<file path="src/rtl/wt_dcache_pkg.sv">
// Shared definitions for the write-through data cache.
// Holds word/line widths, address field widths and the controller state
// encoding used by wt_dcache and dcache_array.
package wt_dcache_pkg;

  localparam int unsigned WORD_SIZE      = 16;
  localparam int unsigned LINE_SIZE      = 64;
  localparam int unsigned TAG_W          = 12;
  localparam int unsigned INDEX_W        = 2;
  localparam int unsigned OFFSET_W       = 2;
  localparam int unsigned NUM_LINES      = 1 << INDEX_W;
  localparam int unsigned WORDS_PER_LINE = 1 << OFFSET_W;

  typedef enum logic [1:0] {
    StIdle  = 2'd0,
    StFill  = 2'd1,
    StWthru = 2'd2
  } state_e;

endpackage

</file>
<file path="src/rtl/dcache_array.sv">
// Tag / valid / data storage for the direct-mapped data cache.
// Ports:
//   i_clk, i_reset_n          clock, synchronous active-low reset (clears valid bits only)
//   i_rd_index                combinational read index
//   o_rd_tag/valid/line       tag, valid bit and 64-bit line at i_rd_index
//   i_line_we/index/tag/data  whole-line install (sets valid)
//   i_word_we/index/offset/data  single-word update of an existing line
module dcache_array
  import wt_dcache_pkg::*;
(
  input  logic                 i_clk,
  input  logic                 i_reset_n,
  input  logic [INDEX_W-1:0]   i_rd_index,
  output logic [TAG_W-1:0]     o_rd_tag,
  output logic                 o_rd_valid,
  output logic [LINE_SIZE-1:0] o_rd_line,
  input  logic                 i_line_we,
  input  logic [INDEX_W-1:0]   i_line_index,
  input  logic [TAG_W-1:0]     i_line_tag,
  input  logic [LINE_SIZE-1:0] i_line_data,
  input  logic                 i_word_we,
  input  logic [INDEX_W-1:0]   i_word_index,
  input  logic [OFFSET_W-1:0]  i_word_offset,
  input  logic [WORD_SIZE-1:0] i_word_data
);

  logic [NUM_LINES-1:0] r_valid;
  logic [TAG_W-1:0]     r_tag  [NUM_LINES];
  logic [LINE_SIZE-1:0] r_data [NUM_LINES];
  logic [5:0]           w_word_sel;

  assign w_word_sel = {i_word_offset, 4'b0000};

  assign o_rd_valid = r_valid[i_rd_index];
  assign o_rd_tag   = r_tag[i_rd_index];
  assign o_rd_line  = r_data[i_rd_index];

  always_ff @(posedge i_clk) begin
    if (!i_reset_n) begin
      r_valid <= '0;
    end else if (i_line_we) begin
      r_valid[i_line_index] <= 1'b1;
    end
  end

  // Tag and data contents are meaningless until valid is set, so no reset.
  always_ff @(posedge i_clk) begin
    if (i_line_we) begin
      r_tag[i_line_index]  <= i_line_tag;
      r_data[i_line_index] <= i_line_data;
    end else if (i_word_we) begin
      r_data[i_word_index][w_word_sel +: WORD_SIZE] <= i_word_data;
    end
  end

endmodule

</file>
<file path="src/rtl/wt_dcache.sv">
// Direct-mapped, write-through, write-allocate data cache (4 lines x 4 words x 16 bits).
// Ports:
//   i_clk, i_reset_n              clock, synchronous active-low reset
//   i_read_cache, i_write_cache   CPU load/store request, held until o_stall is low
//   i_address, i_cpu_wdata        word address {tag,index,offset} and store data
//   o_cpu_rdata, o_stall          load data and combinational stall
//   o_mem_address                 line address {tag,index,2'b00}
//   o_mem_read_m, o_mem_write_m   line read / line write strobes, held MEM_LATENCY cycles
//   i_mem_rdata, o_mem_wdata      fill line in, write-through line out
// Optional feature: define DCACHE_STATS_EN to add o_hit_count / o_miss_count.
module wt_dcache
  import wt_dcache_pkg::*;
#(
  parameter int unsigned MEM_LATENCY = 4
) (
  input  logic                 i_clk,
  input  logic                 i_reset_n,
  input  logic                 i_read_cache,
  input  logic                 i_write_cache,
  input  logic [15:0]          i_address,
  input  logic [WORD_SIZE-1:0] i_cpu_wdata,
  output logic [WORD_SIZE-1:0] o_cpu_rdata,
  output logic                 o_stall,
  output logic [15:0]          o_mem_address,
  output logic                 o_mem_read_m,
  output logic                 o_mem_write_m,
  input  logic [LINE_SIZE-1:0] i_mem_rdata,
`ifdef DCACHE_STATS_EN
  output logic [15:0]          o_hit_count,
  output logic [15:0]          o_miss_count,
`endif
  output logic [LINE_SIZE-1:0] o_mem_wdata
);

  localparam logic [3:0] LastCnt = 4'(MEM_LATENCY - 1);

  state_e               r_state, w_state_next;
  logic [3:0]           r_cnt, w_cnt_next;
  logic [TAG_W-1:0]     r_tag;
  logic [INDEX_W-1:0]   r_index;
  logic [LINE_SIZE-1:0] r_wdata;
  logic                 r_wdone, w_wdone_next;

  logic [TAG_W-1:0]     w_tag, w_rd_tag;
  logic [INDEX_W-1:0]   w_index;
  logic [OFFSET_W-1:0]  w_offset;
  logic [5:0]           w_word_sel;
  logic                 w_rd_valid, w_hit;
  logic [LINE_SIZE-1:0] w_rd_line, w_merged;
  logic                 w_line_we, w_word_we, w_capture;

  assign w_tag      = i_address[15:4];
  assign w_index    = i_address[3:2];
  assign w_offset   = i_address[1:0];
  assign w_word_sel = {w_offset, 4'b0000};

  dcache_array u_array (
    .i_clk         (i_clk),
    .i_reset_n     (i_reset_n),
    .i_rd_index    (w_index),
    .o_rd_tag      (w_rd_tag),
    .o_rd_valid    (w_rd_valid),
    .o_rd_line     (w_rd_line),
    .i_line_we     (w_line_we),
    .i_line_index  (r_index),
    .i_line_tag    (r_tag),
    .i_line_data   (i_mem_rdata),
    .i_word_we     (w_word_we),
    .i_word_index  (w_index),
    .i_word_offset (w_offset),
    .i_word_data   (i_cpu_wdata)
  );

  assign w_hit       = w_rd_valid && (w_rd_tag == w_tag);
  assign o_cpu_rdata = w_rd_line[w_word_sel +: WORD_SIZE];

  always_comb begin
    w_merged = w_rd_line;
    w_merged[w_word_sel +: WORD_SIZE] = i_cpu_wdata;
  end

  // Idle uses the live CPU address; memory accesses use the address latched at the decision.
  assign o_mem_address = (r_state == StIdle) ? {w_tag, w_index, 2'b00} : {r_tag, r_index, 2'b00};
  assign o_mem_wdata   = r_wdata;

  always_comb begin
    w_state_next  = r_state;
    w_cnt_next    = r_cnt;
    w_wdone_next  = 1'b0;
    o_stall       = 1'b0;
    o_mem_read_m  = 1'b0;
    o_mem_write_m = 1'b0;
    w_line_we     = 1'b0;
    w_word_we     = 1'b0;
    w_capture     = 1'b0;
    unique case (r_state)
      StIdle: begin
        if (i_write_cache) begin
          // r_wdone marks the cycle right after a finished write-through: the store is done.
          if (!r_wdone) begin
            o_stall    = 1'b1;
            w_capture  = 1'b1;
            w_cnt_next = '0;
            if (w_hit) begin
              w_word_we    = 1'b1;
              w_state_next = StWthru;
            end else begin
              w_state_next = StFill;
            end
          end
        end else if (i_read_cache && !w_hit) begin
          o_stall      = 1'b1;
          w_capture    = 1'b1;
          w_cnt_next   = '0;
          w_state_next = StFill;
        end
      end
      StFill: begin
        o_stall      = 1'b1;
        o_mem_read_m = 1'b1;
        if (r_cnt == LastCnt) begin
          w_line_we    = 1'b1;
          w_cnt_next   = '0;
          w_state_next = StIdle;
        end else begin
          w_cnt_next = r_cnt + 4'd1;
        end
      end
      StWthru: begin
        o_stall       = 1'b1;
        o_mem_write_m = 1'b1;
        if (r_cnt == LastCnt) begin
          w_wdone_next = 1'b1;
          w_cnt_next   = '0;
          w_state_next = StIdle;
        end else begin
          w_cnt_next = r_cnt + 4'd1;
        end
      end
      default: w_state_next = StIdle;
    endcase
  end

  always_ff @(posedge i_clk) begin
    if (!i_reset_n) begin
      r_state <= StIdle;
      r_cnt   <= '0;
      r_wdone <= 1'b0;
    end else begin
      r_state <= w_state_next;
      r_cnt   <= w_cnt_next;
      r_wdone <= w_wdone_next;
    end
  end

  always_ff @(posedge i_clk) begin
    if (w_capture) begin
      r_tag   <= w_tag;
      r_index <= w_index;
      r_wdata <= w_merged;
    end
  end

`ifdef DCACHE_STATS_EN
  logic        r_filled;
  logic        w_count;
  logic [15:0] r_hit_count, r_miss_count;

  // Only the first idle decision of a request counts; retries after a fill or
  // the completion cycle after a write-through do not.
  assign w_count = (r_state == StIdle) && (i_read_cache || i_write_cache) && !r_filled &&
                   !(i_write_cache && r_wdone);

  always_ff @(posedge i_clk) begin
    if (!i_reset_n) begin
      r_filled     <= 1'b0;
      r_hit_count  <= '0;
      r_miss_count <= '0;
    end else begin
      r_filled <= w_line_we;
      if (w_count) begin
        if (w_hit) begin
          r_hit_count <= r_hit_count + 16'd1;
        end else begin
          r_miss_count <= r_miss_count + 16'd1;
        end
      end
    end
  end

  assign o_hit_count  = r_hit_count;
  assign o_miss_count = r_miss_count;
`endif

endmodule

</file>
<file path="config.mk">
export PLATFORM = sky130hd
export DESIGN_NAME = wt_dcache
export DESIGN_NICKNAME = d
export VERILOG_FILES = /design/src/rtl/wt_dcache_pkg.sv /design/src/rtl/dcache_array.sv /design/src/rtl/wt_dcache.sv
export SDC_FILE = /design/constraint.sdc
export NUM_CORES = 1
export LEC_CHECK = 0
export CORE_ASPECT_RATIO = 1.2
export CORE_MARGIN = 2
export CORE_UTILIZATION = 45
export DETAILED_ROUTE_END_ITERATION = 7
export PLACE_DENSITY = 0.73
export SLEW_MARGIN = 15
export SYNTH_ARGS = -nofsm -noshare
export SYNTH_HDL_FRONTEND = slang
export SYNTH_SLANG_ARGS = --single-unit
</file>
<file path="constraint.sdc">
create_clock -name i_clk -period 15.8 [get_ports i_clk]
set_clock_uncertainty 0.2 [all_clocks]
set_input_delay 2.37 -clock i_clk [delete_from_list [all_inputs] [get_ports i_clk]]
set_output_delay 2.37 -clock i_clk [all_outputs]
set_load 0.005 [all_outputs]
</file>
; After elaboration in Yosys (flattened, before gate mapping)
; Memories as Yosys holds them, arrays and structs flattened.
; Index checks and enable logic that the tools add are counted.
[totals]
reg_bits = 89
in_bits = 100
n_memories = 2
mem_bits_rw = 304
[classes]
order_cmp = 3
bitwise_logic = 1
mux = 38
eq_ne = 7
add_sub_neg = 2
shifts = 3
n_reduce_logical = 11
[mem_list]
columns = memory, depth, width, read_ports, rd_ports_with_merged_regs, write_ports, line_no
row1 = u_array.r_data, 4, 64, 1, 0, 1, dcache_array.sv:29  ; logic [LINE_SIZE-1:0] r_data [NUM_LINES];
row2 = u_array.r_tag, 4, 12, 1, 0, 1, dcache_array.sv:28  ; logic [TAG_W-1:0] r_tag [NUM_LINES];
[op_table]
columns = cell, n
row1 = $mux 64, 3
row2 = $bwmux 64, 1
row3 = $reduce_or 64->1, 1
row4 = $shift 16x8->64 const A, 1
row5 = $shiftx 16x8->64, 1
row6 = $shiftx 64x7->16, 1
row7 = $mux 1, 18
row8 = $mux 16, 1
row9 = $mux 4, 4
row10 = $eq 12x12->1, 1
row11 = $mux 2, 6
row12 = $neg 6->8, 1
row13 = $pmux 4 s2, 1
row14 = $lt 2x3->1 const B, 2
row15 = $reduce_and 3->1, 2
row16 = $add 4x1->4 const B, 1
row17 = $eq 4x2->1 const B, 1
row18 = $or 4x4->4, 1
row19 = $pmux 2 s2, 1
row20 = $logic_and 1x1->1, 3
row21 = $ne 3x2->1 const B, 1
row22 = $ne 3x3->1 const B, 1
row23 = $bmux 1 s2, 1
row24 = $demux 1 s2, 1
row25 = 10 further kinds, 10

; Depth between registers and ports, before layout
; Gate-level depths: netlist (run 1).
[logic_depth]
depth_word = 12
depth_mapped = 12
ltp_nobuf = 8

; By module
; A second synthesis (run 1) with hierarchy kept.
[hier_totals]
cells_unflattened = 1068
hier_area_um2 = 17170.2
[by_module_without_submodules]
columns = module, area_each_um2, n_inst, seq_area_each_um2, cells_per_inst
row1 = dcache_array, 12667.1, 1, 9208.8, 659
row2 = wt_dcache, 4503.1, 1, 2482.4, 409

; Worst setup path after synthesis (run 1)
; Ideal clock, no wire load.
[synth_path]
path_kind = input to output
startpoint = input i_address[2]
endpoint = output o_stall
cell_stages = 10
t_required_ns = 13.230
arrival_ns = 5.818
slack_ns = 7.412
path_buffers = 3
cell_sequence = buf_4 buf_2 buf_2 mux2i_1 xnor2_1 o32ai_1 nand4_1 o21ba_2 o21a_1 o21a_1
[synth_via]
elab_chain_cells = 8
elab_cells_between_ends = 10
cone_classes = eq/ne (1) / mux (5) / reduce/logical (3) / memory (1)
[synth_lines]
columns = element, line_no
row1 = start: declaration, wt_dcache.sv:20  ; input logic [15:0] i_address,
row2 = $mem_v2 4x12 / $bmux 1 s2 (equally long branches), -
row3 = $eq 12x12->1 / $mux 1 (equally long branches), "wt_dcache.sv:74, dcache_array.sv:34"
row4 = $logic_and 1x1->1 *, wt_dcache.sv:74  ; assign w_hit = w_rd_valid && (w_rd_tag == w_tag);
row5 = $logic_not 1->1 *, wt_dcache.sv:111  ; end else if (i_read_cache && !w_hit) begin
row6 = $logic_and 1x1->1 *, wt_dcache.sv:111
row7 = $mux 1 *, wt_dcache.sv:111
row8 = $mux 1 *, wt_dcache.sv:98  ; if (i_write_cache) begin
row9 = $pmux 1 s2 *, wt_dcache.sv:96  ; unique case (r_state)
row10 = end: declaration, wt_dcache.sv:23  ; output logic o_stall,
; Every way passes the cells marked *; elsewhere a longest branch is shown, timed or not. The select of a mux whose other input is x is not followed.

; Worst setup path in the final report (run 1)
[layout_path]
startpoint = input i_address[2]
endpoint = output o_cpu_rdata[11]
[layout_via]
elab_chain_cells = 2
[layout_lines]
columns = element, line_no
row1 = $mem_v2 4x64, -
row2 = $shiftx 64x7->16, wt_dcache.sv:75  ; assign o_cpu_rdata = w_rd_line[w_word_sel +: WORD_SIZE];
row3 = end: declaration, wt_dcache.sv:22  ; output logic [WORD_SIZE-1:0] o_cpu_rdata,
; Every way passes these cells.

==> metrics.sh, run 1 <==
TRITONCTS.NUM_BUFFERS=40
FLOORPLAN.DIE.HEIGHT_UM=217
DP_HPWL_UM=29600
MAXIMUM_NUMBER_OF_PINS_ON_ONE_NET_BEFORE_GLOBAL_ROUTE_REPAIR=71
CP-ENDPOINT='o_cpu_rdata[11]'
SINK_COUNT=393
WL_MET2_UM=22500
SLEW_HEADROOM_PCT=18.4
TIMING.FMAX_MHz=122
ROUTEDWLPERCELL_UM=27.3
PEAKVDDDROP_mV=0.0952
HP-CLASS='reg2reg'
CATEGORY_OF_THE_WORST_SETUP_PATH_CAPTURE_POINT='output pin'
PATH_MAX_FANOUT=48
DRT_ITER0_DRC=841
ROUTED_WIRELENGTH_UM=43900
WORST-SETUP-PATH-TYPE='in2out'
FIN_TOTAL_PWR_uW=2370
GRT_ANTENNA_BEFORE_REPAIR=3
MET3_WIRE_LENGTH_UM=2940
HTREE_LEVELS=2
NUMBER_OF_BUFFERS_ADDED_FOR_SETUP_AFTER_CTS=0
FIN_SETUP_TNS_NS=0
GRTUSAGETOTAL_PCT=22.3
POWER_LEAKAGE_uW=0.00696
SYNTH.LIB_CELLS_USED.DISTINCT=50
VIAS=9344
TOP_LEVEL_I_O_COUNT=199
POST_CTS.RESIZED_INSTANCES=0
LARGEST_AREA_CONTRIBUTOR_IN_THE_NETLIST='edfxtp_1'
PATH_CLK_SLEW_NS=0.05
ROWS=78
RESULT_OF_THE_RUN='finished clean'
WIRE_LENGTH_OF_THE_FIRST_GLOBAL_ROUTING_PASS_UM=63600
LAYOUT-AREA-OVERHEAD-VS-SYNTH_PCT=22.4
SETUP_VIOL=0
IO_BUFFERS=196
LATEST_CLOCK_ARRIVAL_WITHIN_THE_WORST_SKEW_PAIR_NS=0.54
NETLIST_AREA_UM2=17000
FINALCOREUTILIZATION_PCT=55.4
TIGHTESTPINTRANSITION_NS=1.22
WORSTSETUPSTARTPOINT='i_address[2]'
SHARE_OF_FINAL_LAYOUT_STANDARD_CELLS_STRONGER_THAN_DRIVE_STRENGTH_1_PCT=29.0
MAX_STAGE_DELAY_NS=0.86
TOP_LAYER_USED='met5'
POWER_DENSITY_nW_PER_UM2=114
R2R_SLACK_NS=10.69
VIA_PER_INST=5.81
HOLD_START='u_array.r_valid[2]'
CLOCK-ROOT-BUFFER='clkbuf_16'
WORST_SETUP_PATH_START_KIND='input port'
HOLD_BUFFERS=0
WORSTREG2REGEND='u_array.r_data[2][59]'
WHS_NS=0.282
GRT_PASS1_VIAS=9632
DRC_ERRORS=0
SYNTH_LARGEST_TYPE_AREA_FRACTION_PCT=67.5
CLOCK_TREE.BUFFER_DEPTH=3
R2R.WORST_PATH.CELLS=9
START_UTIL_PCT=45.2
SYNTH_FLOP_CELL='edfxtp_1'
CRIT_PATH_TOP_DELAY_CELL='buf_4'
SYNTH.AREA.TOP_CELLS='edfxtp_1 67%, mux4_2 11%, mux2_2 8.4%'
MAX_SLEW_VIOLATION_TOTAL_FROM_THE_FINAL_REPORT=0
OVERFLOW=0
FINALCRITPERIODSHARE_PCT=52.0
GRT_SETUP_UNREPAIRED='false'
ARRIVAL_NS=5.65
CLOCK_TREE_FROM_TRITONCTS='done'
CORE_AREA_UM2=37600
YOSYSWARNINGS=0
DRT_PRE_ANTENNA_ITERS=5
DIEAREA_UM2=39400
CAP_VIOLATIONS=0
SYN_AVG_CELL_AREA_UM2=19.1
REGTOREGSTARTPOINT='r_cnt[0]'
MET1WIRELENGTH_UM=16900
LAYOUT.NETS=1209
SYNTH_EDF_COUNT=382
FINALCRITICALPERIOD_NS=8.22
ROUTABILITYCONGESTION=0.822
SYN-INSTANCE-COUNT=889
ROUTE.ANTENNA.REMAINING_NETS=0
SYNTH.FF_LATCH_COUNT=393
DIE_WIDTH_UM=181
TIMING_HOLD_VIOLATIONS_FINAL=0
PATH_CELLS='buf_4 > buf_4 > mux4_2 > mux4_2 > clkdlybuf4s50_1'
ASR_FLOP_RATIO_SYNTH_PCT=0
SEQ_AREA_FRAC_SYNTH_PCT=68.8
CRITPATHREQUIREDTIME_NS=13.23
-- synthesized netlist by cell type, types with 2 or more instances --
| library cell | instances |
|---|---|
| dfxtp_1 | 11 |
| and2_1 | 66 |
| xor2_1 | 2 |
| a32o_1 | 2 |
| nor3b_1 | 5 |
| o221ai_1 | 3 |
| clkbuf_1 | 20 |
| nand2b_1 | 5 |
| mux2_2 | 127 |
| nor2_1 | 30 |
| a31oi_1 | 4 |
| o21a_1 | 3 |
| buf_6 | 3 |
| nor3_1 | 6 |
| buf_4 | 3 |
| mux2i_1 | 12 |
| edfxtp_1 | 382 |
| xnor2_1 | 10 |
| mux2_4 | 21 |
| buf_1 | 12 |
| and3_1 | 5 |
| nand4_1 | 3 |
| nor2b_1 | 6 |
| buf_2 | 7 |
| ha_1 | 10 |
| a21oi_1 | 3 |
| inv_1 | 10 |
| o21ai_0 | 2 |
| mux4_2 | 86 |
| nand2_1 | 9 |
| o311ai_0 | 2 |
-- flip-flops by register name, indices dropped and copies added, names as in the netlist --
signal,count
r_tag,12
u_array.r_valid,4
o_mem_wdata,64
u_array.r_tag,48
r_wdone,1
r_state,2
r_index,2
r_cnt,4
u_array.r_data,256
-- area by class of cell --
class,count,area (um2)
antenna,1,2.50
clock buffer,48,1070
clock inverter,22,221
fill,2810,16800
inverter,12,45.0
multi-input combinational,440,5100
sequential,393,11700
tap,480,601
timing repair buffer,212,2080
-- power by group --
group          switching, uW  internal, uW
clock network            387           550
logic                    114           131
registers               12.6          1180
total                    513          1860
-- layout by cell type (no fill, tap or decap), types with 11 or more instances in the layout --
master           instances
dfxtp_1                 11
nor2_1                  16
and2_1                  66
buf_4                   18
mux2_4                  21
edfxtp_1               382
clkdlybuf4s50_1        194
mux2i_1                 12
mux2_2                 127
nor2_2                  14
mux4_2                  86
clkbuf_16               42
-- metal layers --
metal	vias to the layer above	global-route usage [%]
met5	-	0
met4	2	8.29
met2	411	38.8
li1	4004	-
met3	73	3.88
met1	4854	28.0
-- per-stage QoR --
stage	cell area, um2	setup WS (ns)	instances
floorplan	17000	7.41	890
global placement	19500	7.53	1537
detailed placement	19500	7.54	1537
CTS	20800	7.54	1607
global route	20800	7.38	1607
finish	20800	7.58	1608
-- critical path: cells and delay by family --
| kind | cells | cell delay, ns |
|---|---|---|
| buffers and inverters | 3 | 1.90 |
| muxes | 2 | 1.23 |
-- cells by family (layout without fill, tap and decap cells) --
logic type	after synthesis	in the layout	synth area share [%]
other cells	1	3	0.0221
simple gates	138	138	4.52
fa+ha+maj	10	10	0.736
flops	393	393	68.8
buf+inv	57	294	1.51
mux	246	246	22.4
xor+xnor	12	12	0.618
compound gates	32	32	1.46
-- how the worst min path moves through the flow --
stage | to | slack [ns] | cells after the start
after floorplan | u_array.r_valid[0] | 0.23 | 2
after global placement | u_array.r_valid[3] | 0.24 | 2
after detailed placement | u_array.r_valid[0] | 0.27 | 2
after CTS | u_array.r_valid[0] | 0.28 | 2
after global routing | u_array.r_valid[0] | 0.31 | 2
final | u_array.r_valid[2] | 0.28 | 2
Note: power is estimated with default switching activity, not from simulation.
==> run 2: changes to the inputs <==
==> constraint.sdc (replaced) <==
create_clock -name i_clk -period 7.6 [get_ports i_clk]
set_clock_uncertainty 0.2 [all_clocks]
set_input_delay 1.14 -clock i_clk [delete_from_list [all_inputs] [get_ports i_clk]]
set_output_delay 1.14 -clock i_clk [all_outputs]
set_load 0.005 [all_outputs]
==> run 2 against run 1 <==
Net effect: non-clock buffer count grew 2; count of clock-buffer cells in the layout rose by 7; cell area up 0.29%.
==> metrics.sh, run 2 (synthesis results as in run 1) <==
RESULT_OF_THE_RUN='finished clean'  # unchanged
MAXIMUM_NUMBER_OF_PINS_ON_ONE_NET_BEFORE_GLOBAL_ROUTE_REPAIR=79  # was 71
TIMING.CRITICAL_PATH.MAX_DELAY_FAMILY='buffers and inverters'  # unchanged
FIN_SETUP_TNS_NS=0  # unchanged
LARGEST_REGISTER_FF_COUNT=256  # unchanged
DP_HPWL_UM=29800  # was 29600 um
CRIT_PATH_FREQUENT_CELL='buf_4'
PLACEMENT.CELL_AREA_UM2=19500  # about the same
HOLD_BUFFERS=0  # unchanged
ROWS=78  # unchanged
SEQUENTIAL_CELL_AREA_UM2=11700  # unchanged
TIGHTESTPINTRANSITION_NS=1.16  # was 1.22 ns
ROUTED_WIRELENGTH_UM=43600  # was 43900 um
SLEW_HEADROOM_PCT=22.8  # was 18.4%
WORSTPATHBUFFERINVERTERCOUNT=4  # was 3
CAP_VIOLATIONS=0  # unchanged
POST_CTS.RESIZED_INSTANCES=0  # unchanged
GRT_SETUP_UNREPAIRED='false'  # unchanged
FINAL_CELLS=1620  # was 1608
HOLD_START='u_array.r_valid[0]'  # was u_array.r_valid[2]
SETUP_VIOL=0  # unchanged
NUMBER_OF_BUFFERS_ADDED_FOR_SETUP_AFTER_CTS=0  # unchanged
FILLCELLCOUNT=2784  # was 2810
GRT_ANTENNA_BEFORE_REPAIR=4  # was 3
DIE_WIDTH_UM=181  # unchanged
WORST-SETUP-PATH-TYPE='in2out'  # unchanged
VIA_PER_INST=5.80  # was 5.81
MAX_SLEW_VIOLATION_TOTAL_FROM_THE_FINAL_REPORT=0  # unchanged
R2R_SLACK_NS=3.24  # was 10.69 ns
VIAS=9395  # was 9344
FINALCOREUTILIZATION_PCT=55.6  # was 55.4%
DRC_ERRORS=0  # unchanged
P_INT_uW=3910  # was 1860 uW
GRT_PASS1_VIAS=9462  # was 9632
LAYOUT-AREA-OVERHEAD-VS-SYNTH_PCT=22.8  # was 22.4%
SHARE_OF_FINAL_LAYOUT_STANDARD_CELLS_STRONGER_THAN_DRIVE_STRENGTH_1_PCT=28.6  # was 29.0%
START_UTIL_PCT=45.2  # unchanged
TIMING.FMAX_MHz=169
SINK_COUNT=393  # unchanged
TIMING_HOLD_VIOLATIONS_FINAL=0  # unchanged
CRIT_PATH_TOP_DELAY_CELL='buf_4'  # unchanged
ROUTE.ANTENNA.REMAINING_NETS=0  # unchanged
DRT_ITER0_DRC=997  # was 841
CLOCK-ROOT-BUFFER='clkbuf_16'  # unchanged
CORE_AREA_UM2=37600  # unchanged
WORST_SETUP_PATH_START_KIND='input port'  # unchanged
FINAL_AREA_UM2=20900  # was 20800 um2
HP-CLASS='reg2reg'  # unchanged
PATH_CLK_SLEW_NS=0.06  # was 0.05 ns
SW_FRAC_OF_TOTAL_PCT=21.7  # was 21.6%
HOLD_PATH_END='u_array.r_valid[0]'  # was u_array.r_valid[2]
MIN_PATH_CELLS=2  # unchanged
POWER_LEAKAGE_uW=0.00699  # was 0.00696 uW
POWER_DENSITY_nW_PER_UM2=239  # was 114 nW/um2
LARGEST-REGISTER='u_array.r_data'  # unchanged
FINAL_CELL_MIX='382 x edfxtp_1, 194 x clkdlybuf4s50_1, 127 x mux2_2, 86 x mux4_2, 66 x and2_1'  # unchanged
GRTUSAGETOTAL_PCT=22.0  # was 22.3%
DRT_PRE_ANTENNA_ITERS=5  # unchanged
PLACE_WORST_SETUP_SLACK_NS=1.62  # was 7.54 ns
FINALCRITICALPERIOD_NS=5.91
WIRE_LENGTH_OF_THE_FIRST_GLOBAL_ROUTING_PASS_UM=62700  # was 63600 um
CRITPATHREQUIREDTIME_NS=6.26  # was 13.23 ns
TIMING.FINAL.WS_SETUP_NS=1.69  # was 7.58 ns
ROUTABILITYCONGESTION=0.856  # was 0.822
CLOCK_TREE.BUFFER_DEPTH=3  # unchanged
PEAKVDDDROP_mV=0.146  # was 0.0952 mV
IO_BUFFERS=196  # unchanged
ARRIVAL_NS=4.57  # was 5.65 ns
COMB_POWER_SHARE_PCT=10.3  # about the same
REGTOREGSTARTPOINT='r_state[0]'  # was r_cnt[0]
HTREE_LEVELS=2  # unchanged
MULTI_INPUT_AREA_UM2=5100  # about the same
TOP_LEVEL_I_O_COUNT=199  # unchanged
CLOCK_TREE_FROM_TRITONCTS='done'  # unchanged
R2R.WORST_PATH.CELLS=8  # was 9
POWER.SHARE.SEQUENTIAL_PCT=49.6  # was 50.2%
LAYOUT.NETS=1210  # was 1209
WORSTREG2REGEND='u_array.r_data[1][59]'  # was u_array.r_data[2][59]
PLACED_CELLS_INCL_TAPS=1539  # was 1537
CATEGORY_OF_THE_WORST_SETUP_PATH_CAPTURE_POINT='output pin'  # unchanged
PATH_MAX_FANOUT=37  # was 48
OVERFLOW=0  # unchanged
MAX_STAGE_DELAY_NS=0.65  # was 0.86 ns
POWER_SWITCHING_uW=1080  # was 513 uW
FINAL_COMMON_CELL='edfxtp_1'  # unchanged
ROUTEDWLPERCELL_UM=26.9  # was 27.3 um
PATH_CELLS='buf_4 > buf_4 > buf_4 > mux4_2 > mux4_2 > clkdlybuf4s50_1'  # was buf_4 > buf_4 > mux4_2 > mux4_2 > clkdlybuf4s50_1
FINALCRITPERIODSHARE_PCT=77.8
TRITONCTS.NUM_BUFFERS=39  # was 40
PWR-SHARE-CLK_PCT=40.2  # was 39.5%
FLOORPLAN.DIE.HEIGHT_UM=217  # unchanged
LATEST_CLOCK_ARRIVAL_WITHIN_THE_WORST_SKEW_PAIR_NS=0.54  # about the same
DIEAREA_UM2=39400  # unchanged
-- run 2: power by group through the flow --
| stage | Sequential (uW) | Clock [uW] | Combinational, uW |
|---|---|---|---|
| 5_1_grt | 2480 | 2110 | 540 |
| 6_report | 2470 | 2010 | 513 |
| 4_1_cts | 2470 | 2030 | 518 |
| 2_1_floorplan | 2520 | 0 | 221 |
| 3_3_place_gp | 2520 | 0 | 508 |
| 3_5_place_dp | 2520 | 0 | 514 |
-- run 2: layer usage --
metal / vias to the layer above / part of all wire, % / track usage [%]
li1: 4012 / - / -
met1: 4845 / 39 / 27.7
met2: 462 / 50 / 37.3
met3: 74 / 7.3 / 4.25
met4: 2 / 4.2 / 9.97
met5: - / 0.037 / 0
-- run 2: per-stage QoR --
stage          hold slack, ns  total power, uW
6_report                0.273             4990
5_1_grt                 0.296             5130
4_1_cts                 0.274             5020
3_5_place_dp            0.260             3030
3_3_place_gp            0.246             3030
2_1_floorplan           0.232             2740
-- run 2: worst max path at each step --
stage | from | to | cells after the start
after floorplan | i_address[2] | o_stall | 10
after detailed placement | i_address[2] | o_cpu_rdata[8] | 6
after CTS | i_address[2] | o_cpu_rdata[8] | 6
after global routing | i_address[2] | o_cpu_rdata[8] | 6
after global placement | i_address[2] | o_cpu_rdata[8] | 6
final | i_address[2] | o_cpu_rdata[8] | 6
-- run 2: cell type report --
class	instances	share of cell area [%]
well taps	480	2.88
repair buffers	214	10.0
diodes	9	0.108
clock inverters	17	1.10
multi-input cells	440	24.4
flip-flops and latches	393	56.0
clock buffers	55	5.26
inverters	12	0.216
-- run 2: worst reg2reg max path: cells and delay by family (launching register included) --
kind	cells	cell delay, ns
AOI/OAI and AO/OA	1	0.20
adders and majority gates	1	0.76
buffers and inverters	1	0.10
DFF	1	0.35
muxes	1	0.32
and+or+nand+nor	4	2.03
==> run 3: changes to the inputs <==
--- a/config.mk
+++ b/config.mk
@@ -9,7 +9,7 @@
 export CORE_MARGIN = 2
 export CORE_UTILIZATION = 45
 export DETAILED_ROUTE_END_ITERATION = 7
-export PLACE_DENSITY = 0.73
+export PLACE_DENSITY = 0.76
 export SLEW_MARGIN = 15
 export SYNTH_ARGS = -nofsm -noshare
 export SYNTH_HDL_FRONTEND = slang
==> constraint.sdc (replaced) <==
create_clock -name i_clk -period 5 [get_ports i_clk]
set_clock_uncertainty 0.2 [all_clocks]
set_input_delay 0.75 -clock i_clk [delete_from_list [all_inputs] [get_ports i_clk]]
set_output_delay 0.75 -clock i_clk [all_outputs]
set_load 0.005 [all_outputs]
==> run 3 against run 2 <==
Net effect: cell area is 0.38% higher; wire length is 2.7% lower; worst setup slack worse by 1.3 ns; sequential share of layout area is 0.21 points lower; non-clock buffer count is 19 higher; sequential power is 52% higher.
==> metrics.sh, run 3 (synthesis results as in run 1) <==
GRT_ANTENNA_BEFORE_REPAIR=5  # was 4
CLOCK-ROOT-BUFFER='clkbuf_16'  # unchanged
TRITONCTS.NUM_BUFFERS=40  # was 39
SLEW_HEADROOM_PCT=35.9  # was 22.8%
HP-CLASS='reg2reg'  # unchanged
HTREE_LEVELS=2  # unchanged
LAYOUT-AREA-OVERHEAD-VS-SYNTH_PCT=23.3  # was 22.8%
DIE_WIDTH_UM=181  # unchanged
HOLD_START='u_array.r_valid[2]'  # was u_array.r_valid[0]
WORST-SETUP-PATH-TYPE='in2out'  # unchanged
TOP_LEVEL_I_O_COUNT=199  # unchanged
IO_BUFFERS=196  # unchanged
ARRIVAL_NS=3.69  # was 4.57 ns
FIN_TOTAL_PWR_uW=7470  # was 4990 uW
HOLD_BUFFERS=0  # unchanged
CORE_AREA_UM2=37600  # unchanged
MULTI_INPUT_AREA_UM2=5070  # was 5100 um2
POWER.SHARE.SEQUENTIAL_PCT=50.4  # was 49.6%
LARGEST_REGISTER_FF_COUNT=256  # unchanged
DIEAREA_UM2=39400  # unchanged
OVERFLOW=0  # unchanged
GRTUSAGETOTAL_PCT=21.4  # was 22.0%
WORSTREG2REGEND='u_array.r_data[0][20]'  # was u_array.r_data[1][59]
DRT_ITER0_DRC=1029  # was 997
ROUTED_WIRELENGTH_UM=42400  # was 43600 um
LATEST_CLOCK_ARRIVAL_WITHIN_THE_WORST_SKEW_PAIR_NS=0.54  # about the same
PWR-SHARE-CLK_PCT=39.2  # was 40.2%
TIGHTESTPINTRANSITION_NS=0.962  # was 1.16 ns
FIN_SETUP_TNS_NS=0  # unchanged
ROUTEDWLPERCELL_UM=26.0  # was 26.9 um
FLOORPLAN.DIE.HEIGHT_UM=217  # unchanged
R2R_SLACK_NS=1.48  # was 3.24 ns
WHS_NS=0.265  # was 0.273 ns
PEAKVDDDROP_mV=0.286  # was 0.146 mV
FINAL_COMMON_CELL='edfxtp_1'  # unchanged
LARGEST-REGISTER='u_array.r_data'  # unchanged
CLOCK_TREE.BUFFER_DEPTH=3  # unchanged
ROUTE.ANTENNA.REMAINING_NETS=0  # unchanged
NUMBER_OF_BUFFERS_ADDED_FOR_SETUP_AFTER_CTS=0  # unchanged
TIMING.FMAX_MHz=215
COMB_POWER_SHARE_PCT=10.4  # was 10.3%
MAX_SLEW_VIOLATION_TOTAL_FROM_THE_FINAL_REPORT=0  # unchanged
SINK_COUNT=393  # unchanged
R2R.WORST_PATH.CELLS=12  # was 8
START_UTIL_PCT=45.2  # unchanged
FINALCRITPERIODSHARE_PCT=92.8
CATEGORY_OF_THE_WORST_SETUP_PATH_CAPTURE_POINT='output pin'  # unchanged
GRT_SETUP_UNREPAIRED='false'  # unchanged
PATH_CLK_SLEW_NS=0.06  # about the same
FINAL_CELL_MIX='382 x edfxtp_1, 194 x clkdlybuf4s50_1, 127 x mux2_2, 86 x mux4_2, 66 x and2_1'  # unchanged
POWER_LEAKAGE_uW=0.00709  # was 0.00699 uW
WIRE_LENGTH_OF_THE_FIRST_GLOBAL_ROUTING_PASS_UM=61700  # was 62700 um
POST_CTS.RESIZED_INSTANCES=0  # unchanged
ROWS=78  # unchanged
CLOCK_TREE_FROM_TRITONCTS='done'  # unchanged
SETUP_VIOL=0  # unchanged
MAXIMUM_NUMBER_OF_PINS_ON_ONE_NET_BEFORE_GLOBAL_ROUTE_REPAIR=71  # was 79
ROUTABILITYCONGESTION=0.829  # was 0.856
DRC_ERRORS=0  # unchanged
P_INT_uW=5830  # was 3910 uW
MIN_PATH_CELLS=2  # unchanged
HOLD_PATH_END='u_array.r_valid[2]'  # was u_array.r_valid[0]
CRITPATHREQUIREDTIME_NS=4.05  # was 6.26 ns
LAYOUT.NETS=1230  # was 1210
DP_HPWL_UM=28600  # was 29800 um
VIAS=9512  # was 9395
TIMING_HOLD_VIOLATIONS_FINAL=0  # unchanged
RESULT_OF_THE_RUN='finished clean'  # unchanged
VIA_PER_INST=5.83  # was 5.80
GRT_PASS1_VIAS=9692  # was 9462
REGTOREGSTARTPOINT='r_cnt[0]'  # was r_state[0]
WORST_SETUP_PATH_START_KIND='input port'  # unchanged
PATH_MAX_FANOUT=22  # was 37
POWER_DENSITY_nW_PER_UM2=356  # was 239 nW/um2
SHARE_OF_FINAL_LAYOUT_STANDARD_CELLS_STRONGER_THAN_DRIVE_STRENGTH_1_PCT=29.4  # was 28.6%
FILLCELLCOUNT=2792  # was 2784
CAP_VIOLATIONS=0  # unchanged
FINALCRITICALPERIOD_NS=4.64
SW_FRAC_OF_TOTAL_PCT=21.9  # was 21.7%
SEQUENTIAL_CELL_AREA_UM2=11700  # unchanged
POWER_SWITCHING_uW=1630  # was 1080 uW
DRT_PRE_ANTENNA_ITERS=5  # unchanged
-- run 3: changes by cell type in the layout (fill, tap and decap cells not counted), moves of 5 or more --
cell	before	now
clkinv_2	2	10
diode_2	9	3
nor2_1	19	30
nor2_2	11	0
clkbuf_1	12	7
buf_4	20	37
-- run 3: metrics by stage --
step | area, um2 | util, % | worst slack (ns) | instances
after global routing | 21000 | 55.8 | 0.260 | 1630
after global placement | 19700 | 52.3 | 0.355 | 1558
final | 21000 | 55.8 | 0.359 | 1632
after CTS | 20900 | 55.8 | 0.332 | 1629
after floorplan | 17000 | - | 0.564 | 890
after detailed placement | 19700 | 52.3 | 0.339 | 1558
-- run 3: worst max path at each step --
stage            startpoint              endpoint  slack, ns  cells past startpoint
2_1_floorplan  i_address[2]  u_array.r_data[3][0]       0.56                     10
3_3_place_gp   i_address[2]               o_stall       0.35                      9
3_5_place_dp   i_address[2]               o_stall       0.34                      9
4_1_cts        i_address[2]               o_stall       0.33                      9
5_1_grt        i_address[2]               o_stall       0.26                      9
6_report       i_address[2]               o_stall       0.36                      9
-- run 3: final cells by class --
class,count,area share (%)
flip-flops and latches,393,55.8
multi-input cells,440,24.2
repair buffers,233,10.8
clock buffers,49,5.14
well taps,480,2.87
clock inverters,22,0.973
inverters,12,0.215
diodes,3,0.0358
-- run 3: power groups by stage --
| stage | clock, uW | combinational [uW] | sequential, uW |
|---|---|---|---|
| after floorplan | 0 | 336 | 3830 |
| after global placement | 0 | 765 | 3830 |
| after detailed placement | 0 | 775 | 3830 |
| after CTS | 2980 | 779 | 3760 |
| after global routing | 3110 | 817 | 3770 |
| final | 2930 | 777 | 3760 |
-- run 3: critical path, cell delays in order --
cell	delay (ns)
buf_4	0.32
mux4_2	0.56
xnor2_1	0.16
nand4_1	0.10
or4b_1	0.53
o21ba_2	0.29
o21a_4	0.32
o21a_1	0.19
clkdlybuf4s50_1	0.45
-- run 3: metal layers --
metal | track usage (%) | part of all wire [%] | vias up
met4 | 10.1 | 4.8 | 6
li1 | - | - | 4046
met1 | 27.3 | 38 | 4890
met5 | 0 | 0.092 | -
met2 | 35.7 | 50 | 467
met3 | 4.12 | 7.4 | 103
